--- src/rtl/bsg_two_fifo_width_p64_pkg.sv ---
// Shared constants for the two-entry FIFO slice.
package bsg_two_fifo_width_p64_pkg;
  localparam int unsigned width_default_lp = 32'd64;
  localparam int unsigned els_lp           = 32'd2;
endpackage

--- src/rtl/bsg_mem_1r1w_synth_width_p64_els_p2.sv ---
// Small register file: synchronous write port, asynchronous read port, cleared on reset.
module bsg_mem_1r1w_synth_width_p64_els_p2
  import bsg_two_fifo_width_p64_pkg::*;
#(
  parameter int unsigned width_p = width_default_lp,
  parameter int unsigned els_p   = els_lp,
  localparam int unsigned addr_width_lp = $clog2(els_p)
) (
  input  logic                     clk_i,
  input  logic                     reset_n_i,
  input  logic                     w_v_i,
  input  logic [addr_width_lp-1:0] w_addr_i,
  input  logic [width_p-1:0]       w_data_i,
  input  logic [addr_width_lp-1:0] r_addr_i,
  output logic [width_p-1:0]       r_data_o
);

  logic [width_p-1:0] mem_r [els_p];

  // Storage update: clear every entry on reset, otherwise write the addressed entry only.
  always_ff @(posedge clk_i) begin
    if (!reset_n_i) begin
      for (int i = 0; i < int'(els_p); i++) begin
        mem_r[i] <= {width_p{1'b0}};
      end
    end else if (w_v_i) begin
      mem_r[w_addr_i] <= w_data_i;
    end
  end

  assign r_data_o = mem_r[r_addr_i];

endmodule

--- src/rtl/bsg_two_fifo_width_p64_chk.sv ---
// Protocol checker: consume only while valid, no unknowns on handshake inputs outside reset.
module bsg_two_fifo_width_p64_chk (
  input logic clk_i,
  input logic reset_n_i,
  input logic v_i,
  input logic yumi_i,
  input logic v_o
);

  a_yumi_needs_valid: assert property (@(posedge clk_i) disable iff (!reset_n_i) yumi_i |-> v_o);

  a_no_x_handshake: assert property (@(posedge clk_i) disable iff (!reset_n_i) !$isunknown({v_i, yumi_i}));

endmodule

--- src/rtl/bsg_two_fifo_width_p64.sv ---
// Two-entry ready/valid FIFO with registered flags; head word is read straight from storage.
module bsg_two_fifo_width_p64
  import bsg_two_fifo_width_p64_pkg::*;
#(
  parameter int unsigned width_p = width_default_lp
) (
  input  logic               clk_i,
  input  logic               reset_n_i,
  input  logic               v_i,
  input  logic [width_p-1:0] data_i,
  output logic               ready_o,
  output logic               v_o,
  output logic [width_p-1:0] data_o,
  input  logic               yumi_i
);

  logic wptr_r, rptr_r, empty_r, full_r;
  logic enq_s, deq_s;

  // A consume while empty is illegal; masking it keeps state intact anyway.
  assign enq_s = v_i & ~full_r;
  assign deq_s = yumi_i & ~empty_r;

  // Pointer and occupancy-flag update.
  always_ff @(posedge clk_i) begin
    if (!reset_n_i) begin
      wptr_r  <= 1'b0;
      rptr_r  <= 1'b0;
      empty_r <= 1'b1;
      full_r  <= 1'b0;
    end else begin
      if (enq_s) wptr_r <= ~wptr_r;
      if (deq_s) rptr_r <= ~rptr_r;
      case ({enq_s, deq_s})
        2'b10: begin
          empty_r <= 1'b0;
          full_r  <= ~empty_r;
        end
        2'b01: begin
          full_r  <= 1'b0;
          empty_r <= ~full_r;
        end
        default: begin
          empty_r <= empty_r;
          full_r  <= full_r;
        end
      endcase
    end
  end

  bsg_mem_1r1w_synth_width_p64_els_p2 #(
    .width_p(width_p),
    .els_p  (els_lp)
  ) mem (
    .clk_i    (clk_i),
    .reset_n_i(reset_n_i),
    .w_v_i    (enq_s),
    .w_addr_i (wptr_r),
    .w_data_i (data_i),
    .r_addr_i (rptr_r),
    .r_data_o (data_o)
  );

  assign ready_o = ~full_r;
  assign v_o     = ~empty_r;

  bsg_two_fifo_width_p64_chk chk (
    .clk_i    (clk_i),
    .reset_n_i(reset_n_i),
    .v_i      (v_i),
    .yumi_i   (yumi_i),
    .v_o      (v_o)
  );

endmodule

--- config.mk ---
export PLATFORM = sky130hd
export DESIGN_NAME = bsg_two_fifo_width_p64
export DESIGN_NICKNAME = d
export VERILOG_FILES = /design/src/rtl/bsg_two_fifo_width_p64_pkg.sv /design/src/rtl/bsg_mem_1r1w_synth_width_p64_els_p2.sv /design/src/rtl/bsg_two_fifo_width_p64_chk.sv /design/src/rtl/bsg_two_fifo_width_p64.sv
export SDC_FILE = /design/constraint.sdc
export NUM_CORES = 1
export LEC_CHECK = 0
export ABC_AREA = 1
export CORE_AREA = 4 4 158 160
export CTS_BUF_LIST = sky130_fd_sc_hd__clkbuf_16
export CTS_CLUSTER_DIAMETER = 200
export DETAILED_ROUTE_END_ITERATION = 8
export DIE_AREA = 0 0 162 164
export PLACE_DENSITY = 0.43
export REMOVE_ABC_BUFFERS = 1
export SLEW_MARGIN = 10
export SYNTH_ARGS = -nofsm -noshare
export SYNTH_HDL_FRONTEND = slang
export SYNTH_HIERARCHICAL = 1
export SYNTH_SLANG_ARGS = --single-unit
export TNS_END_PERCENT = 30
--- constraint.sdc ---
create_clock -name clk_i -period 4.9 [get_ports clk_i]
set_input_delay 0.98 -clock clk_i [delete_from_list [all_inputs] [get_ports clk_i]]
set_output_delay 0.98 -clock clk_i [all_outputs]
set_load 0.01 [all_outputs]
==> results.md <==
Layout:
- The final antenna diode count is 0.
- In the layout the commonest cells are sky130_fd_sc_hd__inv_1, sky130_fd_sc_hd__nor2_1, sky130_fd_sc_hd__clkdlybuf4s50_1, sky130_fd_sc_hd__edfxtp_1, sky130_fd_sc_hd__nand2_1.
- The share of final-layout standard cells stronger than drive strength 1 is 5.758%.
- Counting the fill cells in the layout gives 2433.
- The final layout net count is 768.
- The growth of design area from synthesis to finish is 38.23%.

Critical path:
- Walking the worst path, the cells encountered are buf_12 > nand2_1 > o21ai_0 > clkdlybuf4s50_1.
- The peak fanout along the critical path is 68.
- At the worst endpoint, the required time is 3920 ps.
- The startpoint kind of the worst setup timing path is a flop.
- Broken down by cell family, the worst path's largest delay share belongs to buffers and inverters.
- Counting both buffers and inverters, the worst setup path holds a total of 2.
- STA classifies the critical path endpoint as an output port.
- The cell with the biggest individual delay on the critical path is sky130_fd_sc_hd__dfxtp_4.
- Data on the critical path arrives at its endpoint at 2360 ps.
- The critical path's largest stage delay is 720 ps.
- The critical path is of the flop to output port type.

Die:
- The area of the placeable core is 23400 um2.
- In this run the core area contains 56 standard-cell rows.
- The die area is 26570 um2.
- The die is 164 um tall.
- The initial standard-cell utilization of the core is 24.70%.
- The I/O pin count is 134.
- The die width is 162 um.

Yosys:
- The share of the yosys chip area belonging to registers is 67.89%.
- In this run the biggest area consumer among cell types represents 66.51% of the synthesized area.
- Synthesis produced 572 cells.
- The number of synthesized register bits is 132.
- The average instance area after synthesis is 10.10 um2.
- In the post-synthesis netlist, the biggest area contributors are sky130_fd_sc_hd__edfxtp_1, sky130_fd_sc_hd__nor2_1, sky130_fd_sc_hd__inv_1.
- The Yosys step of the flow raised 6 warnings.
- The summed instance area of the synthesized netlist is 5779 um2.
- The library cell with the largest summed area after synthesis is sky130_fd_sc_hd__edfxtp_1.
- Yosys mapped the design onto 15 distinct sky130hd cell types.

Clock tree:
- In this run, CTS created clock tree buffers numbering 17.
- The register clock-pin slew on the reported worst setup and hold paths is 60 ps.
- Clock tree synthesis selected as its root buffer the cell sky130_fd_sc_hd__clkbuf_16.
- The number of setup buffers added after CTS is 0.
- The post-cts gate resize count is 0.
- The number of hold buffers added after CTS is 0.
- The latest clock arrival within the worst-skew pair is 410 ps.
- The maximum buffer depth of the clock tree is 2.
- The H-tree level count is 4.
- The number of sinks driven by the clock tree is 132.
- The clock tree from TritonCTS is built.

Pwr:
- The internal power consumption is 2.367 mW.
- Dividing total power by cell area gives a power density of 391.0 nW/um2.
- The worst IR drop on VDD is 0.0001984 V.
- Per report_power, the clock group accounts for 41.3% of the total.
- The design draws 3.123 mW.
- Of the total power, the share spent switching nets is 24.21%.
- For this design the static power due to leakage is 3.261 nW.
- Summed over all nets, the switching power comes to 756.2 uW.
- The share of power burned in combinational logic is 14.4%.
- The share of total power in sequential cells is 44.3%.

Global routing:
- The first global-routing pass estimated 20760 um of wire.
- Summed over all layers, the global routing overflow is 0.
- The maximum number of pins on one net before global-route repair is 69.
- The number of antenna violations at the first check in global routing is 0.
- The via count of the first global-routing pass is 4200.
- The global-route total usage across every layer is 10.04%.

Drt:
- The final routed wire length divided by cell count is 12.65 um.
- The detailed-routing iteration count for the pre-antenna-repair pass is 7.
- In this run, the number of DRC markers left after iteration 0 of detailed routing was 132.
- The overall routed net length is 13040 um.
- The remaining antenna violation count is 0.
- After detailed routing, the number of remaining DRC violations is 0.
- Detailed routing inserted a total of 4017 vias.
- Dividing the detail-routed via count by the number of cells gives 3.896.

Timing:
- The time the worst path needs with I/O delays and setup is 3336 ps.
- The count of final hold-check violations is 0.
- The slew of the pin with the lowest slew margin is 980.1 ps.
- The total of endpoints with negative setup slack in the final report is 0.
- The number of slew-limit violations in the final report is 0.
- Setup repair after global routing left no endpoint under its margin.
- For this run, the top clock speed supported by timing is 299.8 MHz.
- After layout, the worst path uses 68.08% of the clock period.
- Hold timing on the final database bottoms out at a slack of 532.4 ps.
- The worst slew slack as a fraction of its limit is 34.66%.
- The setup TNS is 0 ps.
- On the final layout, the worst clock skew is 3.894 ps.

Place:
- The HPWL reported at the end of detailed placement is 8000 um.
- The weighted congestion reported at the end of routability-driven placement is 0.7128.
- The count of buffers inserted at the top-level ports is 133.

Outcome:
- The flow ran to the end, and the final reports show no timing, DRC or antenna violations.

Hold path:
- The worst hold path belongs to the class flop to flop.

Run:
- The number of max-cap violations is 0.
cells in the mapped netlist:
library cell and number:
sky130_fd_sc_hd__buf_4 4, sky130_fd_sc_hd__nand3_1 5, sky130_fd_sc_hd__buf_2 7, sky130_fd_sc_hd__nand2_1 70, sky130_fd_sc_hd__inv_1 133, sky130_fd_sc_hd__a21oi_1 2
sky130_fd_sc_hd__ha_1 1, sky130_fd_sc_hd__nor2_1 134, sky130_fd_sc_hd__nand3_2 1, sky130_fd_sc_hd__o21ai_0 65, sky130_fd_sc_hd__inv_2 1, sky130_fd_sc_hd__buf_6 10
sky130_fd_sc_hd__edfxtp_1 128, sky130_fd_sc_hd__dfxtp_1 4, sky130_fd_sc_hd__clkbuf_1 7
stage by stage:
step                instance area, um2  setup WS [ps]  std cells  util (%)
finish                            7989           1564       1031     34.14
global route                      7989           1371       1031     34.14
floorplan                         5575          291.2        544         -
global placement                  7385           1861        999     31.55
detailed placement                7385           1800        999     31.55
CTS                               7989           1493       1031     34.14
area by class of cell:
| type | count | area (um2) | share of cell area, % |
|---|---|---|---|
| clock inverters | 15 | 178.9 | 2.240 |
| clock buffers | 17 | 425.4 | 5.325 |
| flip-flops and latches | 132 | 3928 | 49.16 |
| multi-input cells | 278 | 1189 | 14.88 |
| inverters | 134 | 503.0 | 6.296 |
| repair buffers | 136 | 1366 | 17.10 |
| well taps | 319 | 399.1 | 4.996 |
flip-flops by register name, summed over array words and instances (netlist names):
signal,flops
mem/mem_r,128
rptr_r,1
wptr_r,1
full_r,1
empty_r,1
worst paths after layout:
path / cells past startpoint / end / slack (ps) / from
max: 4 / data_o[17] / 1560 / rptr_r$_SDFFE_PN0P_
min: 2 / full_r$_SDFFE_PN0P_ / 530 / full_r$_SDFFE_PN0P_
max reg2reg: 5 / mem/mem_r[1][39]$_SDFFCE_PN0P_ / 2930 / full_r$_SDFFE_PN0P_
min reg2reg: 2 / full_r$_SDFFE_PN0P_ / 530 / full_r$_SDFFE_PN0P_
kinds of logic (layout without fill, tap and decap cells):
group | Yosys count | in the layout | synth area share (%)
and+or+nand+nor | 210 | 210 | 13.86
buffers and inverters | 162 | 302 | 12.23
DFF | 132 | 132 | 67.89
AOI/OAI and AO/OA | 67 | 67 | 5.802
adders and majority gates | 1 | 1 | 0.2165
worst reg2reg max path, stage by stage (launching register included):
cell and delay [ps]:
sky130_fd_sc_hd__dfxtp_1 310, sky130_fd_sc_hd__inv_1 140, sky130_fd_sc_hd__nand2_1 110, sky130_fd_sc_hd__inv_1 160, sky130_fd_sc_hd__nand3_4 100, sky130_fd_sc_hd__nand2_4 700
power groups by stage:
| stage | Combinational, mW | Sequential [mW] | Clock [mW] |
|---|---|---|---|
| 2_1_floorplan | 0.183 | 1.41 | 0 |
| 6_report | 0.451 | 1.38 | 1.29 |
| 3_5_place_dp | 0.462 | 1.41 | 0 |
| 5_1_grt | 0.499 | 1.39 | 1.39 |
| 3_3_place_gp | 0.459 | 1.40 | 0 |
| 4_1_cts | 0.465 | 1.38 | 1.33 |
metal layers:
| layer | vias up | track usage, % | wire (um) |
|---|---|---|---|
| met5 | - | 0 | 0 |
| met4 | 0 | 3.499 | 182 |
| met3 | 12 | 3.187 | 718 |
| met2 | 96 | 17.29 | 6432 |
| met1 | 1880 | 11.87 | 5704 |
| li1 | 2029 | - | - |
Note: power is estimated with default switching activity, not from simulation.
